[src/rtl/serial_add_ctrl_pkg.sv]
// Shared definitions for the bit-serial adder controller: FSM encodings and
// the constant log2 helper used to size the bit counter.
package serial_add_ctrl_pkg;

    typedef enum logic [1:0] {
        ST_IDLE = 2'd0,
        ST_RUN  = 2'd1,
        ST_DONE = 2'd2
    } state_t;

    // Ceiling log2, evaluated at elaboration time for counter sizing.
    function automatic int clog2(input int value);
        int result;
        result = 0;
        while ((1 << result) < value) begin
            result = result + 1;
        end
        return result;
    endfunction

endpackage

[src/rtl/serial_add_ctrl_if.sv]
// Requester-side handshake and operand/result bus of the bit-serial adder.
interface serial_add_ctrl_if #(
    parameter int WIDTH = 8
);
    logic             start;
    logic [WIDTH-1:0] A;
    logic [WIDTH-1:0] B;
    logic             Cin;
    logic             busy;
    logic             done;
    logic [WIDTH-1:0] S;
    logic             Cy;

    modport master (
        output start, A, B, Cin,
        input  busy, done, S, Cy
    );

    modport slave (
        input  start, A, B, Cin,
        output busy, done, S, Cy
    );

endinterface

[src/rtl/serial_add_ctrl_fa_bit_cell.sv]
// Single combinational full-adder cell shared across every bit position.
module fa_bit_cell (
    input  logic a,
    input  logic b,
    input  logic c,
    output logic s,
    output logic co
);

    assign s  = a ^ b ^ c;
    assign co = (a & b) | (a & c) | (b & c);

endmodule

[src/rtl/serial_add_ctrl.sv]
// Bit-serial adder controller: sequences one full-adder cell LSB-first over
// WIDTH cycles and presents {Cy,S} with a one-cycle done pulse.
module serial_add_ctrl
    import serial_add_ctrl_pkg::*;
#(
    parameter int WIDTH = 8
) (
    input  logic             clk,
    input  logic             rst_n,
    serial_add_ctrl_if.slave bus
);

    localparam int CNT_W = clog2(WIDTH) + 1;

    state_t             state;
    state_t             state_nxt;
    logic               accept;
    logic               last_bit;

    logic [WIDTH-1:0]   a_sr;
    logic [WIDTH-1:0]   b_sr;
    logic [WIDTH-2:0]   s_sr;
    logic [WIDTH-1:0]   s_shift;
    logic               carry;
    logic [CNT_W-1:0]   cnt;

    logic [WIDTH-1:0]   s_q;
    logic               cy_q;
    logic               busy_q;
    logic               done_q;

    logic               fa_s;
    logic               fa_co;

    fa_bit_cell u_fa (
        .a  (a_sr[0]),
        .b  (b_sr[0]),
        .c  (carry),
        .s  (fa_s),
        .co (fa_co)
    );

    assign last_bit = (cnt == CNT_W'(WIDTH - 1));
    // Sum bits enter at the MSB; after WIDTH shifts the first one sits at bit 0.
    assign s_shift  = {fa_s, s_sr};

    always_comb begin
        state_nxt = state;
        accept    = 1'b0;
        case (state)
            ST_IDLE: begin
                if (bus.start) begin
                    accept    = 1'b1;
                    state_nxt = ST_RUN;
                end
            end
            ST_RUN: begin
                if (last_bit) begin
                    state_nxt = ST_DONE;
                end
            end
            ST_DONE: begin
                if (bus.start) begin
                    accept    = 1'b1;
                    state_nxt = ST_RUN;
                end else begin
                    state_nxt = ST_IDLE;
                end
            end
            default: state_nxt = ST_IDLE;
        endcase
    end

    always_ff @(posedge clk) begin
        if (!rst_n) begin
            state  <= ST_IDLE;
            busy_q <= 1'b0;
            done_q <= 1'b0;
            a_sr   <= '0;
            b_sr   <= '0;
            s_sr   <= '0;
            carry  <= 1'b0;
            cnt    <= '0;
            s_q    <= '0;
            cy_q   <= 1'b0;
        end else begin
            state  <= state_nxt;
            busy_q <= (state_nxt == ST_RUN);
            done_q <= (state_nxt == ST_DONE);
            if (accept) begin
                a_sr  <= bus.A;
                b_sr  <= bus.B;
                carry <= bus.Cin;
                cnt   <= '0;
            end else if (state == ST_RUN) begin
                a_sr  <= a_sr >> 1;
                b_sr  <= b_sr >> 1;
                s_sr  <= s_shift[WIDTH-1:1];
                carry <= fa_co;
                cnt   <= cnt + 1'b1;
                // Visible result only changes on the step into DONE.
                if (last_bit) begin
                    s_q  <= s_shift;
                    cy_q <= fa_co;
                end
            end
        end
    end

    assign bus.busy = busy_q;
    assign bus.done = done_q;
    assign bus.S    = s_q;
    assign bus.Cy   = cy_q;

endmodule

[src/flat_wrapper.sv]
// flat-port wrapper written by rule: the top's interface ports become plain ports
module serial_add_ctrl_flat import serial_add_ctrl_pkg::*;
#(
    parameter int WIDTH = 8
)
  (clk, rst_n, bus_start, bus_A, bus_B, bus_Cin, bus_busy, bus_done, bus_S, bus_Cy);
  serial_add_ctrl_if #(.WIDTH(WIDTH)) bus_i ();
  input  logic clk;
  input  logic rst_n;
  input wire logic [$bits(bus_i.start)-1:0] bus_start;
  input wire logic [$bits(bus_i.A)-1:0] bus_A;
  input wire logic [$bits(bus_i.B)-1:0] bus_B;
  input wire logic [$bits(bus_i.Cin)-1:0] bus_Cin;
  output wire logic [$bits(bus_i.busy)-1:0] bus_busy;
  output wire logic [$bits(bus_i.done)-1:0] bus_done;
  output wire logic [$bits(bus_i.S)-1:0] bus_S;
  output wire logic [$bits(bus_i.Cy)-1:0] bus_Cy;
  assign bus_i.start = bus_start;
  assign bus_i.A = bus_A;
  assign bus_i.B = bus_B;
  assign bus_i.Cin = bus_Cin;
  assign bus_busy = bus_i.busy;
  assign bus_done = bus_i.done;
  assign bus_S = bus_i.S;
  assign bus_Cy = bus_i.Cy;
  serial_add_ctrl #(.WIDTH(WIDTH)) u_core (.clk(clk), .rst_n(rst_n), .bus(bus_i));
endmodule
[config.mk]
export PLATFORM = sky130hd
export DESIGN_NAME = serial_add_ctrl_flat
export DESIGN_NICKNAME = d
export VERILOG_FILES = /design/src/rtl/serial_add_ctrl_pkg.sv /design/src/rtl/serial_add_ctrl_if.sv /design/src/rtl/serial_add_ctrl_fa_bit_cell.sv /design/src/rtl/serial_add_ctrl.sv /design/src/flat_wrapper.sv
export SDC_FILE = /design/constraint.sdc
export NUM_CORES = 1
export LEC_CHECK = 0
export CELL_PAD_IN_SITES_DETAIL_PLACEMENT = 1
export CELL_PAD_IN_SITES_GLOBAL_PLACEMENT = 2
export CORE_MARGIN = 1.5
export CORE_UTILIZATION = 27
export CTS_CLUSTER_DIAMETER = 150
export DETAILED_ROUTE_END_ITERATION = 7
export GPL_TIMING_DRIVEN = 0
export HOLD_SLACK_MARGIN = 0.12
export PLACE_DENSITY_LB_ADDON = 0.1
export SLEW_MARGIN = 20
export SYNTH_ARGS = -nofsm -noshare
export SYNTH_HDL_FRONTEND = slang
export SYNTH_SLANG_ARGS = --single-unit
[constraint.sdc]
create_clock -name clk -period 1.1 [get_ports clk]
set_input_delay 0.22 -clock clk [delete_from_list [all_inputs] [get_ports clk]]
set_output_delay 0.22 -clock clk [all_outputs]
set_load 0.02 [all_outputs]
==> Word-level counts from Yosys, hierarchy flattened <==
Index checks and enable logic that the tools add are counted.
{ "op_classes": {"addsub": 1, "n_eq_ne": 5, "mux": 12, "bitwise_logic": 9, "n_reduce_logical": 6} }
{ "ops": {"columns": ["op", "n"], "rows": [
  ["2-to-1 mux 8 bit", 4],
  ["case mux 2 bit (3 select lines)", 1],
  ["2-to-1 mux 1 bit", 5],
  ["adder 4 x 1 -> 4 bit (second input constant)", 1],
  ["== test 2 x 1 -> 1 bit (second input constant)", 2],
  ["== test 2 bit (second input constant)", 2],
  ["== test 4 x 3 -> 1 bit (second input constant)", 1],
  ["2-to-1 mux 2 bit", 2],
  ["OR reduction 2 bit", 2],
  ["bitwise AND 1 bit", 3],
  ["AND reduction 3 bit", 1],
  ["logical NOT 2 bit", 1],
  ["NOT 1 bit", 2],
  ["bitwise OR 1 bit", 2],
  ["AND reduction 2 bit", 1],
  ["nonzero test 2 bit", 1],
  ["bitwise XOR 1 bit", 2]
]} }
{ "word_totals": {"ff_bits": 41, "inputBits": 20, "out_inout_bits": 11} }

==> Logic depth before layout (Yosys ltp) <==
Gate-level depths: netlist of the first run.
{ "depth": {"word_depth": 5, "mapped_depth": 5, "depth_no_buf": 4} }

==> Hierarchy <==
A second synthesis of the first run with hierarchy kept.
{ "unflattened": {"hier_cells": 182, "hier_area_um2": 1689.1} }
{ "modules_own_cells": {"columns": ["mod", "n_inst", "cells_per_inst", "area_each_um2", "seq_area_each_um2"], "rows": [
  ["serial_add_ctrl", 1, 181, 1669.1, 820.8],
  ["fa_bit_cell", 1, 1, 20.0, 0.0]
]} }

==> Least setup slack after synthesis of the first run <==
Ideal clock, no wire load.
{ "synth_timing": {"path_kind": "register to register", "start": "reg u_core.cnt[0]", "end": "reg u_core.cy_q, in the netlist u_core.bus.Cy", "setup_ps": 72, "t_arrival_ps": 1085, "required_ps": 1028, "slack_ps": -57, "stages_incl_launch_ff": 6, "n_path_buf": 1, "synth_period_minus_slack_ps": 1157, "cell_sequence": "dfxtp_1 -> ha_1 -> nand3b_1 -> nor2_2 -> buf_4 -> mux2i_1"} }
{ "synth_between": {"elab_chain_len": 2} }
{ "synth_rtl": {"columns": ["element", "line", "source"], "rows": [
  ["start: declaration", "serial_add_ctrl.sv:25", "logic [CNT_W-1:0] cnt;"],
  ["start signal: assignment", "serial_add_ctrl.sv:100", "cnt <= cnt + 1'b1;"],
  ["== test 4 x 3 -> 1 bit", "serial_add_ctrl.sv:43", "assign last_bit = (cnt == CNT_W'(WIDTH - 1));"],
  ["AND reduction 3 bit (no source line)", null, null],
  ["end signal: assignment", "serial_add_ctrl.sv:104", "cy_q <= fa_co;"],
  ["end: declaration", "serial_add_ctrl.sv:28", "logic cy_q;"]
]} }
No other way between the ends.
A chain may end at the register's enable or synchronous reset.

==> Final worst setup path of the first run <==
{ "layout_timing": {"start": "reg u_core.cnt[1]", "end": "reg u_core.s_q[2], in the netlist u_core.bus.S[2]"} }
{ "layout_between": {"elab_chain_len": 2} }
{ "layout_rtl": {"columns": ["element", "line", "source"], "rows": [
  ["== test 4 x 3 -> 1 bit", "serial_add_ctrl.sv:43", null],
  ["AND reduction 3 bit (no source line)", null, null],
  ["end signal: assignment", "serial_add_ctrl.sv:103", "s_q <= s_shift;"],
  ["end: declaration", "serial_add_ctrl.sv:27", "logic [WIDTH-1:0] s_q;"]
]} }
No other way between the ends.

==> results of run 1 <==
## per-layer routing
metal | track usage, % | wire [um] | vias to the layer above
li1 | - | - | 746
met1 | 22.32 | 2318 | 737
met2 | 24.96 | 2402 | 20
met3 | 4.270 | 150 | 4
met4 | 4.655 | 43 | 0
met5 | 0 | 0 | -
## layout make-up
class                   count  area share, %
repair buffers             44          15.94
clock inverters             3          2.590
multi-input cells         138          36.55
flip-flops and latches     41          33.12
plain buffers              14          5.329
well taps                  75          3.735
clock buffers               5          2.739
## power breakdown
part | internal (mW) | leakage (nW) | switching (mW)
Sequential | 1.55 | 0.337 | 0.0534
Clock | 0.902 | 0.0681 | 0.548
Combinational | 0.278 | 0.553 | 0.256
## worst max path at each step
| stage | to | slack [ns] | cells after the start |
|---|---|---|---|
| 3_5_place_dp | u_core.carry | -0.44 | 4 |
| 6_report | u_core.bus.S[2] | -0.13 | 5 |
| 3_3_place_gp | u_core.b_sr[0] | -0.43 | 4 |
| 4_1_cts | u_core.bus.S[2] | -0.16 | 5 |
| 5_1_grt | u_core.bus.S[1] | -0.22 | 5 |
| 2_1_floorplan | u_core.bus.Cy | -0.01 | 5 |
## registers in the layout, summed over array words and instances, names as in the netlist, 2 cells and up
signal / cells
u_core.state: 2
u_core.cnt: 4
u_core.b_sr: 8
u_core.s_sr: 7
u_core.bus.S: 8
u_core.a_sr: 8
## Yosys cell counts, types with 2 or more instances
cell type / instances
nor2_1: 2
dfxtp_1: 41
a21boi_0: 10
and2_1: 2
nand2_1: 63
nand3_1: 5
a22oi_1: 3
nor2b_1: 4
buf_4: 4
a21oi_1: 4
mux2i_1: 9
a31oi_1: 12
nand3b_1: 2
o21ai_0: 13
buf_2: 5
nand2b_1: 2
clkbuf_1: 5
## logic make-up (layout without fill, tap and decap cells)
logic type / count (synthesis) / count (layout)
and+or+nand+nor: 82 / 82
AOI/OAI and AO/OA: 43 / 43
DFF: 41 / 41
buffers and inverters: 15 / 66
muxes: 9 / 9
adders and majority gates: 2 / 2
xor gates and xnor gates: 2 / 2
## metrics by stage
| stage | util [%] | hold WS [ns] |
|---|---|---|
| final | 42.43 | 0.2681 |
| after detailed placement | 34.81 | 0.4469 |
| after global placement | 34.81 | 0.4443 |
| after global routing | 42.43 | 0.2640 |
| after floorplan | - | 0.3518 |
| after CTS | 40.85 | 0.2532 |
## timing repair
action	in CTS	in global routing
endpoints found under the setup margin	52	43
setup buffers	10	4
gates cloned	3	0
resized for setup	87	40
pin swaps	9	28
hold buffers	0	0
## worst reg2reg max path: cells and delay by family, from the launching register on
kind                       cells  cell delay [ns]
muxes                          1             0.18
and+or+nand+nor                2             0.33
DFF                            1             0.36
buffers and inverters          1             0.15
adders and majority gates      1             0.14
==> results.py, run 1 <==
metrics = {
    "hold_path": {
        "hold_endpoint": "u_core.a_sr[4]",
        "min_path_type": "input pin to register",
        "hold_depth": 3,
        "hold_path_startpoint": "rst_n",
    },
    "yosys": {
        "synth_async_sr_flop_share_pct": 0,
        "synth_top_area_share_pct": 49.51,
        "net_count_of_the_mapped_netlist": 216,
        "edff_count_synth": 0,
        "synthSimpleGateAreaFrac_pct": 20.91,
        "post_synth_mux_area_share_pct": 5.434,
        "fraction_of_the_mapped_netlist_area_in_compound_gates_pct": 16.00,
        "synth_seq_cells": 41,
        "synth_top_family_by_area": "simple AND/OR/NAND/NOR gates",
        "yosys_most_used_dff": "dfxtp_1",
        "synth_adder_area_share_pct": 1.962,
        "post-synth-top-area-cell": "dfxtp_1",
        "post_synth_xor_area_fraction_pct": 1.057,
        "synth_warn": 0,
        "netlist-cell-type-count": 25,
        "syn_area_per_cell_um2": 8.546,
        "post_synth_instance_area_um2": 1658,
        "ys_seq_area_share_pct": 49.51,
        "yosys-top-cells-area": "dfxtp_1, nand2_1, mux2i_1, a21boi_0, a31oi_1",
        "synthesis.instances": 194,
    },
    "finish": {
        "multiInputGateArea_um2": 918.4,
        "fin_area_um2": 2512,
        "num_antenna_cells": 0,
        "drive_gt1_share_pct": 33.88,
        "mostFrequentLayoutCell": "nand2_1",
        "final_nets": 266,
        "final_cells": 320,
        "area_growth_pct": 51.55,
        "sequential_cell_area_um2": 832.0,
        "n_fill_cell": 679,
        "layout_common_cells": "nand2_1, dfxtp_1, clkdlybuf4s50_1",
    },
    "setup_path": {
        "cp_top_family": "flip-flops",
        "cp.required_ns": 1.32,
        "timing.rr.end": "u_core.bus.S[2]",
        "startpoint_type": "register",
        "crit_buf_inv": 1,
        "timing.critical_path.slowest_cell_delay_ns": 0.36,
        "critical_path.startpoint": "u_core.cnt[1]",
        "worst-setup-path-type": "register to register",
        "timing.rr.start": "u_core.cnt[1]",
        "crit_slowest_cell": "dfxtp_2",
        "timing.reg2reg.worst_path_depth": 5,
        "path_max_fanout": 5,
        "endpoint_kind": "register",
        "crit_path_cell_trace": "ha_4 > nand3b_1 > nor2_4 > buf_6 > mux2i_1",
        "regToRegSetupSlack_ns": -0.13,
        "cp_data_arrival_time_ns": 1.45,
    },
    "placed_design": {
        "port_buffers": 29,
        "place_inst": 298,
        "place.gp.congestion": 0.7787,
        "place_worst_setup_slack_ns": -0.4404,
        "dp.final_hpwl_um": 3177,
        "placed_cell_area_um2": 2061,
    },
    "sta": {
        "drv_slew": 0,
        "fin_crit_sh_pct": 111.7,
        "highest_clock_rate_mhz": 814.0,
        "slew_headroom_pct": 69.17,
        "fin_ws_ns": -0.1285,
        "timing.clock.skew_ns": 0.006625,
        "finalHoldViolations": 0,
        "grt_setup_unrepaired": "yes",
        "finalSetupTns_ns": -1.426,
        "post-route-min-period_ns": 1.228,
        "worst_slew_pin_slew_ns": 0.4624,
        "final-setup-viol-count": 25,
    },
    "power_and_ir_drop": {
        "power_leakage_nw": 0.9580,
        "power_density_nw_per_um2": 1427,
        "design_power_total_mw": 3.586,
        "power.ir.vdd_worst_mv": 0.6340,
    },
    "cts": {
        "clk_latency_ns": 0.30,
        "cts_tree": "yes",
        "cts_root_buffer": "clkbuf_8",
        "cts_buffers": 5,
        "ctsLongestPathBuffers": 2,
        "ctsHtreeMaxLevel": 2,
        "tritoncts_num_sinks": 41,
        "clkSlewWorstSetupHoldPaths_ns": 0.08,
    },
    "die": {
        "fp.dieH_um": 81.36,
        "num_io_pins": 31,
        "design.die.area_um2": 6619,
        "core-area_um2": 5921,
        "rows": 28,
        "die_x_um": 81.36,
        "initial_core_util_pct": 28.00,
    },
    "run_status": {
        "result_of_the_run": "finished with violations",
        "failed_checks": "setup timing",
    },
    "grt": {
        "pin_count_of_the_biggest_net_entering_global_routing": 14,
        "grt_usage_pct": 16.27,
        "first_global_vias": 1587,
        "antenna_found_initial": 0,
        "first_pass_grt_wire_length_um": 8024,
        "grt-ovfl-total": 0,
    },
    "detailed_routing": {
        "detail_route.iter0.violations": 42,
        "route.final.wire_length_um": 4914,
        "route.detailed.vias_per_inst": 4.709,
        "vias": 1507,
        "drt-pass1-iter-count": 4,
        "detail-route-antenna-nets": 0,
        "detail_route.wl_per_cell_um": 15.36,
        "drc": 0,
    },
    "job": {
        "max_cap_violations": 0,
    },
}
Power figures use the tool's default switching activity.
==> run 2: changes to the inputs <==
--- a/config.mk
+++ b/config.mk
@@ -7,6 +7,7 @@
 export LEC_CHECK = 0
 export CELL_PAD_IN_SITES_DETAIL_PLACEMENT = 1
 export CELL_PAD_IN_SITES_GLOBAL_PLACEMENT = 2
+export CORE_ASPECT_RATIO = 0.8
 export CORE_MARGIN = 1.5
 export CORE_UTILIZATION = 27
 export CTS_CLUSTER_DIAMETER = 150
==> constraint.sdc (replaced) <==
create_clock -name clk -period 1.1 [get_ports clk]
set_input_delay 0.22 -clock clk [delete_from_list [all_inputs] [get_ports clk]]
set_output_delay 0.22 -clock clk [all_outputs]
set_load 0.05 [all_outputs]
==> run 2 against run 1 <==
The flow still finishes with violations (setup timing). Clock power decreased by 28%. Die area is essentially flat. Clock-buffer cell count grew 2. Maximum frequency decreased by 3.2%. Final area up 6.1%. Cell count up 4.4%. Worst hold slack barely moved. Sequential share of layout area decreased by 1.7 points.
==> results.py, run 2 (synthesized netlist as in run 1, its figures left out) <==
metrics = {
    "run_status": {
        "result_of_the_run": "finished with violations",
        "failed_checks": "setup timing",
    },
    "finish": {
        "fin_area_um2": 2666,
        "area_growth_pct": 60.83,
        "num_antenna_cells": 0,
        "layout_common_cells": "nand2_1, dfxtp_1, nand2_2",
        "drive_gt1_share_pct": 41.90,
        "final_cells": 334,
        "mostFrequentLayoutCell": "nand2_1",
        "final_nets": 275,
        "multiInputGateArea_um2": 939.7,
        "n_fill_cell": 684,
        "sequential_cell_area_um2": 837.1,
    },
    "sta": {
        "timing.clock.skew_ns": 0.008977,
        "post-route-min-period_ns": 1.269,
        "grt_setup_unrepaired": "yes",
        "slew_headroom_pct": 66.53,
        "fin_hold_ws_ns": 0.2678,
        "finalHoldViolations": 0,
        "finalSetupTns_ns": -2.293,
        "worst_slew_pin_slew_ns": 0.5020,
        "drv_slew": 0,
        "fin_ws_ns": -0.1694,
        "final-setup-viol-count": 27,
        "fin_crit_sh_pct": 115.4,
        "highest_clock_rate_mhz": 787.8,
    },
    "cts": {
        "ctsHtreeMaxLevel": 2,
        "cts_root_buffer": "clkbuf_8",
        "cts_tree": "yes",
        "clkSlewWorstSetupHoldPaths_ns": 0.08,
        "ctsLongestPathBuffers": 2,
        "postCtsHoldBufs": 0,
        "tritoncts_num_sinks": 41,
        "clk_latency_ns": 0.29,
        "cts_buffers": 5,
    },
    "detailed_routing": {
        "route.detailed.vias_per_inst": 4.784,
        "drc": 0,
        "detail_route.wl_per_cell_um": 16.12,
        "drt-pass1-iter-count": 4,
        "detail_route.iter0.violations": 51,
        "vias": 1598,
        "route.final.wire_length_um": 5384,
        "detail-route-antenna-nets": 0,
    },
    "die": {
        "initial_core_util_pct": 28.04,
        "core-area_um2": 5912,
        "num_io_pins": 31,
        "fp.dieH_um": 73.09,
        "die_x_um": 90.61,
        "rows": 25,
        "design.die.area_um2": 6622,
    },
    "placed_design": {
        "port_buffers": 29,
        "dp.final_hpwl_um": 3220,
        "placed_cell_area_um2": 2068,
        "place_inst": 304,
        "place.gp.congestion": 0.7430,
    },
    "setup_path": {
        "crit_slowest_cell": "dfxtp_2",
        "endpoint_kind": "register",
        "timing.critical_path.slowest_cell_delay_ns": 0.36,
        "worst-setup-path-type": "register to register",
        "startpoint_type": "register",
        "path_max_fanout": 5,
        "cp_data_arrival_time_ns": 1.49,
        "crit_path_cell_trace": "ha_4 > nand3b_1 > nor2_4 > buf_6 > mux2i_1",
        "cp.required_ns": 1.32,
    },
    "grt": {
        "first_global_vias": 1637,
        "first_pass_grt_wire_length_um": 8390,
        "grt_usage_pct": 16.75,
        "antenna_found_initial": 0,
        "grt-ovfl-total": 0,
        "pin_count_of_the_biggest_net_entering_global_routing": 12,
    },
    "power_and_ir_drop": {
        "power.ir.vdd_worst_mv": 0.4958,
        "design_power_total_mw": 3.295,
        "power_density_nw_per_um2": 1236,
        "power_leakage_nw": 0.9748,
    },
    "hold_path": {
        "min_path_type": "input pin to register",
    },
    "job": {
        "max_cap_violations": 0,
    },
}
==> run 2: cell types whose count changed in the layout (fill, tap and decap cells not counted), moves of 2 or more <==
cell,change
nand2_4,-2
nand2_1,-9
nand3_1,-4
buf_6,+6
buf_2,-10
bufinv_16,-2
nand3_2,+4
nand2_2,+11
dfxtp_1,-2
buf_4,+9
buf_16,+2
==> run 2: through the flow <==
step	utilization, %	setup slack [ns]
2_1_floorplan	-	-0.01405
3_3_place_gp	34.98	-0.4319
3_5_place_dp	34.98	-0.5175
4_1_cts	41.84	-0.1549
5_1_grt	45.10	-0.2405
6_report	45.10	-0.1694
==> run 2: layout make-up <==
cell class                 count  area share [%]
buffer                        14           5.209
clock buffer                   7           3.238
multi-input combinational    138           35.24
sequential                    41           31.39
tap                           81           3.801
timing repair buffer          53           21.12
==> run 2: worst paths after layout <==
kind              slack [ns]              end            start  cells after the start
setup / recovery       -0.17  u_core.bus.S[1]    u_core.cnt[1]                      5
hold / removal          0.27   u_core.a_sr[4]            rst_n                      3
setup reg to reg       -0.17  u_core.bus.S[1]    u_core.cnt[1]                      5
hold reg to reg         0.46  u_core.bus.S[3]  u_core.bus.S[3]                      2
==> run 2: where the power goes <==
group,leakage (nW),internal [mW],switching [mW]
sequential,0.338,1.55,0.0552
combinational,0.592,0.352,0.300
clock,0.0443,0.499,0.540
==> run 2: what timing repair did <==
item,CTS,global route
setup endpoints to repair,52,43
gates resized for setup,123,51
setup buffers,13,7
endpoints found under the hold margin,0,0
cloned,5,0
pin swaps,28,34
==> run 2: per-layer routing <==
metal  vias to the layer above  share of wire [%]  routed length [um]  track usage [%]
met4                         0                1.4                  73            5.291
met5                         -                  0                   0                0
met2                        43                 45                2422            27.32
met3                        10                5.1                 272            4.375
li1                        766                  -                   -                -
met1                       779                 49                2615            21.83
==> run 2: worst max-delay path, delay by kind of cell (launching register included) <==
family	cells	cell delay, ns
mux	1	0.18
buf+inv	1	0.16
fa+ha+maj	1	0.13
flops	1	0.36
simple gates	2	0.35
==> run 3: changes to the inputs <==
--- a/config.mk
+++ b/config.mk
@@ -15,6 +15,7 @@
 export GPL_TIMING_DRIVEN = 0
 export HOLD_SLACK_MARGIN = 0.12
 export PLACE_DENSITY_LB_ADDON = 0.1
+export RECOVER_POWER = 100
 export SLEW_MARGIN = 20
 export SYNTH_ARGS = -nofsm -noshare
 export SYNTH_HDL_FRONTEND = slang
==> run 3 against run 2 <==
The run still ends with setup timing left. Sequential power is essentially flat. Global-route usage is the same. Maximum frequency up 0.25%. Combinational power decreased by 0.6%. Cell count did not move. Via count up 0.13%. Core utilization down 0.13 points. Setup slack gained 0.0031 ns. Non-clock buffer count stayed put. Sequential share of layout area is essentially flat. Clock-buffer cell count stayed put. Critical path type unchanged. Largest cell class unchanged. Highest routed layer unchanged.
==> results.py, run 3 (synthesized netlist as in run 1, its figures left out) <==
metrics = {
    "setup_path": {
        "timing.rr.end": "u_core.bus.S[1]",
        "cp_data_arrival_time_ns": 1.49,
        "critical_path.startpoint": "u_core.cnt[1]",
        "timing.critical_path.slowest_cell_delay_ns": 0.36,
        "worstSetupPathDepth": 5,
        "timing.rr.start": "u_core.cnt[1]",
        "crit_path_cell_trace": "ha_4 > nand3b_1 > nor2_4 > buf_6 > mux2i_1",
        "endpoint_kind": "register",
        "startpoint_type": "register",
        "timing.reg2reg.worst_path_depth": 5,
        "cp.required_ns": 1.32,
        "cp_top_family": "flip-flops",
        "worstSetupEndpoint": "u_core.bus.S[1]",
        "path_max_fanout": 5,
        "crit_slowest_cell": "dfxtp_2",
        "worst-setup-path-type": "register to register",
        "regToRegSetupSlack_ns": -0.17,
        "crit_buf_inv": 1,
    },
    "die": {
        "num_io_pins": 31,
        "fp.dieH_um": 73.09,
        "rows": 25,
        "core-area_um2": 5912,
        "design.die.area_um2": 6622,
        "die_x_um": 90.61,
        "initial_core_util_pct": 28.04,
    },
    "job": {
        "max_cap_violations": 0,
    },
    "finish": {
        "layout_common_cells": "nand2_1, dfxtp_1, nand2_2",
        "area_growth_pct": 60.38,
        "mostFrequentLayoutCell": "nand2_1",
        "fin_area_um2": 2659,
        "drive_gt1_share_pct": 41.90,
        "num_antenna_cells": 0,
        "final_nets": 275,
    },
    "grt": {
        "antenna_found_initial": 0,
        "first_global_vias": 1637,
        "pin_count_of_the_biggest_net_entering_global_routing": 12,
        "grt-ovfl-total": 0,
        "first_pass_grt_wire_length_um": 8390,
        "grt_usage_pct": 16.75,
    },
    "power_and_ir_drop": {
        "power.ir.vdd_worst_mv": 0.4966,
        "p_int_mw": 2.398,
        "p_clk_share_pct": 31.5,
        "power_density_nw_per_um2": 1238,
        "power_frac_seq_pct": 48.8,
        "power_switching_share_pct": 27.16,
        "power.combinational.fraction_pct": 19.7,
        "p_switching_mw": 0.8941,
        "design_power_total_mw": 3.292,
        "power_leakage_nw": 0.9731,
    },
    "detailed_routing": {
        "drt-pass1-iter-count": 4,
        "detail-route-antenna-nets": 0,
        "detail_route.wl_per_cell_um": 16.10,
        "route.detailed.vias_per_inst": 4.790,
        "detail_route.iter0.violations": 51,
        "vias": 1600,
        "drc": 0,
        "route.final.wire_length_um": 5377,
    },
    "sta": {
        "finalSetupTns_ns": -2.229,
        "post-route-min-period_ns": 1.266,
        "fin_ws_ns": -0.1662,
        "timing.clock.skew_ns": 0.008951,
        "highest_clock_rate_mhz": 789.8,
        "fin_crit_sh_pct": 115.1,
        "final-setup-viol-count": 28,
        "finalHoldViolations": 0,
        "worst_slew_pin_slew_ns": 0.5020,
        "drv_slew": 0,
        "slew_headroom_pct": 66.53,
        "grt_setup_unrepaired": "yes",
    },
    "placed_design": {
        "port_buffers": 29,
        "place.gp.congestion": 0.7430,
        "place_worst_setup_slack_ns": -0.5175,
        "dp.final_hpwl_um": 3220,
        "placed_cell_area_um2": 2068,
    },
    "cts": {
        "postCtsHoldBufs": 0,
        "tritoncts_num_sinks": 41,
        "clkSlewWorstSetupHoldPaths_ns": 0.08,
        "cts_buffers": 5,
        "cts_root_buffer": "clkbuf_8",
        "cts_tree": "yes",
        "ctsHtreeMaxLevel": 2,
        "ctsLongestPathBuffers": 2,
        "clk_latency_ns": 0.30,
    },
    "run_status": {
        "failed_checks": "setup timing",
        "result_of_the_run": "finished with violations",
    },
    "hold_path": {
        "min_path_type": "input pin to register",
    },
}
-- run 3: cell counts in the layout (fill, tap and decap cells not counted) --
Identical to the previous run, type by type.
-- run 3: cell type report --
| class | instances | area [um2] |
|---|---|---|
| clock buffers | 7 | 86.33 |
| repair buffers | 53 | 563.0 |
| fillers | 685 | 3253 |
| multi-input cells | 138 | 939.7 |
| flip-flops and latches | 41 | 834.6 |
| well taps | 81 | 101.3 |
| plain buffers | 14 | 133.9 |
-- run 3: worst min path at each step --
| stage | slack (ns) | to | cells after the start | from |
|---|---|---|---|---|
| floorplan | 0.35 | u_core.a_sr[7] | 2 | bus_A[7] |
| global placement | 0.44 | u_core.bus.S[5] | 2 | u_core.bus.S[5] |
| detailed placement | 0.45 | u_core.bus.S[5] | 2 | u_core.bus.S[5] |
| CTS | 0.26 | u_core.b_sr[2] | 3 | rst_n |
| global route | 0.29 | u_core.b_sr[3] | 3 | rst_n |
| finish | 0.27 | u_core.b_sr[3] | 3 | rst_n |
-- run 3: worst register-to-register path: stages (launching register included) --
cell	delay, ns
dfxtp_2	0.36
ha_4	0.13
nand3b_1	0.16
nor2_4	0.18
buf_6	0.16
mux2i_1	0.18
-- run 3: power by group through the flow --
stage / Clock (mW) / Sequential [mW] / Combinational [mW]
after detailed placement: 0 / 1.62 / 0.370
after global routing: 1.10 / 1.61 / 0.696
after CTS: 1.04 / 1.59 / 0.566
final: 1.04 / 1.61 / 0.648
after global placement: 0 / 1.62 / 0.356
after floorplan: 0 / 1.63 / 0.206
-- run 3: repair_timing --
action                                  4_1_cts  5_1_grt
pin swaps                                    28       34
endpoints found under the setup margin       52       43
buffers inserted                             13        7
gates cloned                                  5        0
resized for setup                           123       51
-- run 3: layer usage --
metal | routed length, um | vias up | track usage [%]
li1 | - | 766 | -
met1 | 2613 | 780 | 21.83
met5 | 0 | - | 0
met4 | 73 | 0 | 5.291
met2 | 2421 | 44 | 27.32
met3 | 269 | 10 | 4.375
-- run 3: per-stage QoR --
| stage | instances | utilization (%) | hold WS, ns |
|---|---|---|---|
| after detailed placement | 304 | 34.98 | 0.4521 |
| final | 334 | 44.97 | 0.2676 |
| after floorplan | 194 | - | 0.3518 |
| after CTS | 329 | 41.84 | 0.2610 |
| after global placement | 304 | 34.98 | 0.4435 |
| after global routing | 334 | 44.97 | 0.2896 |
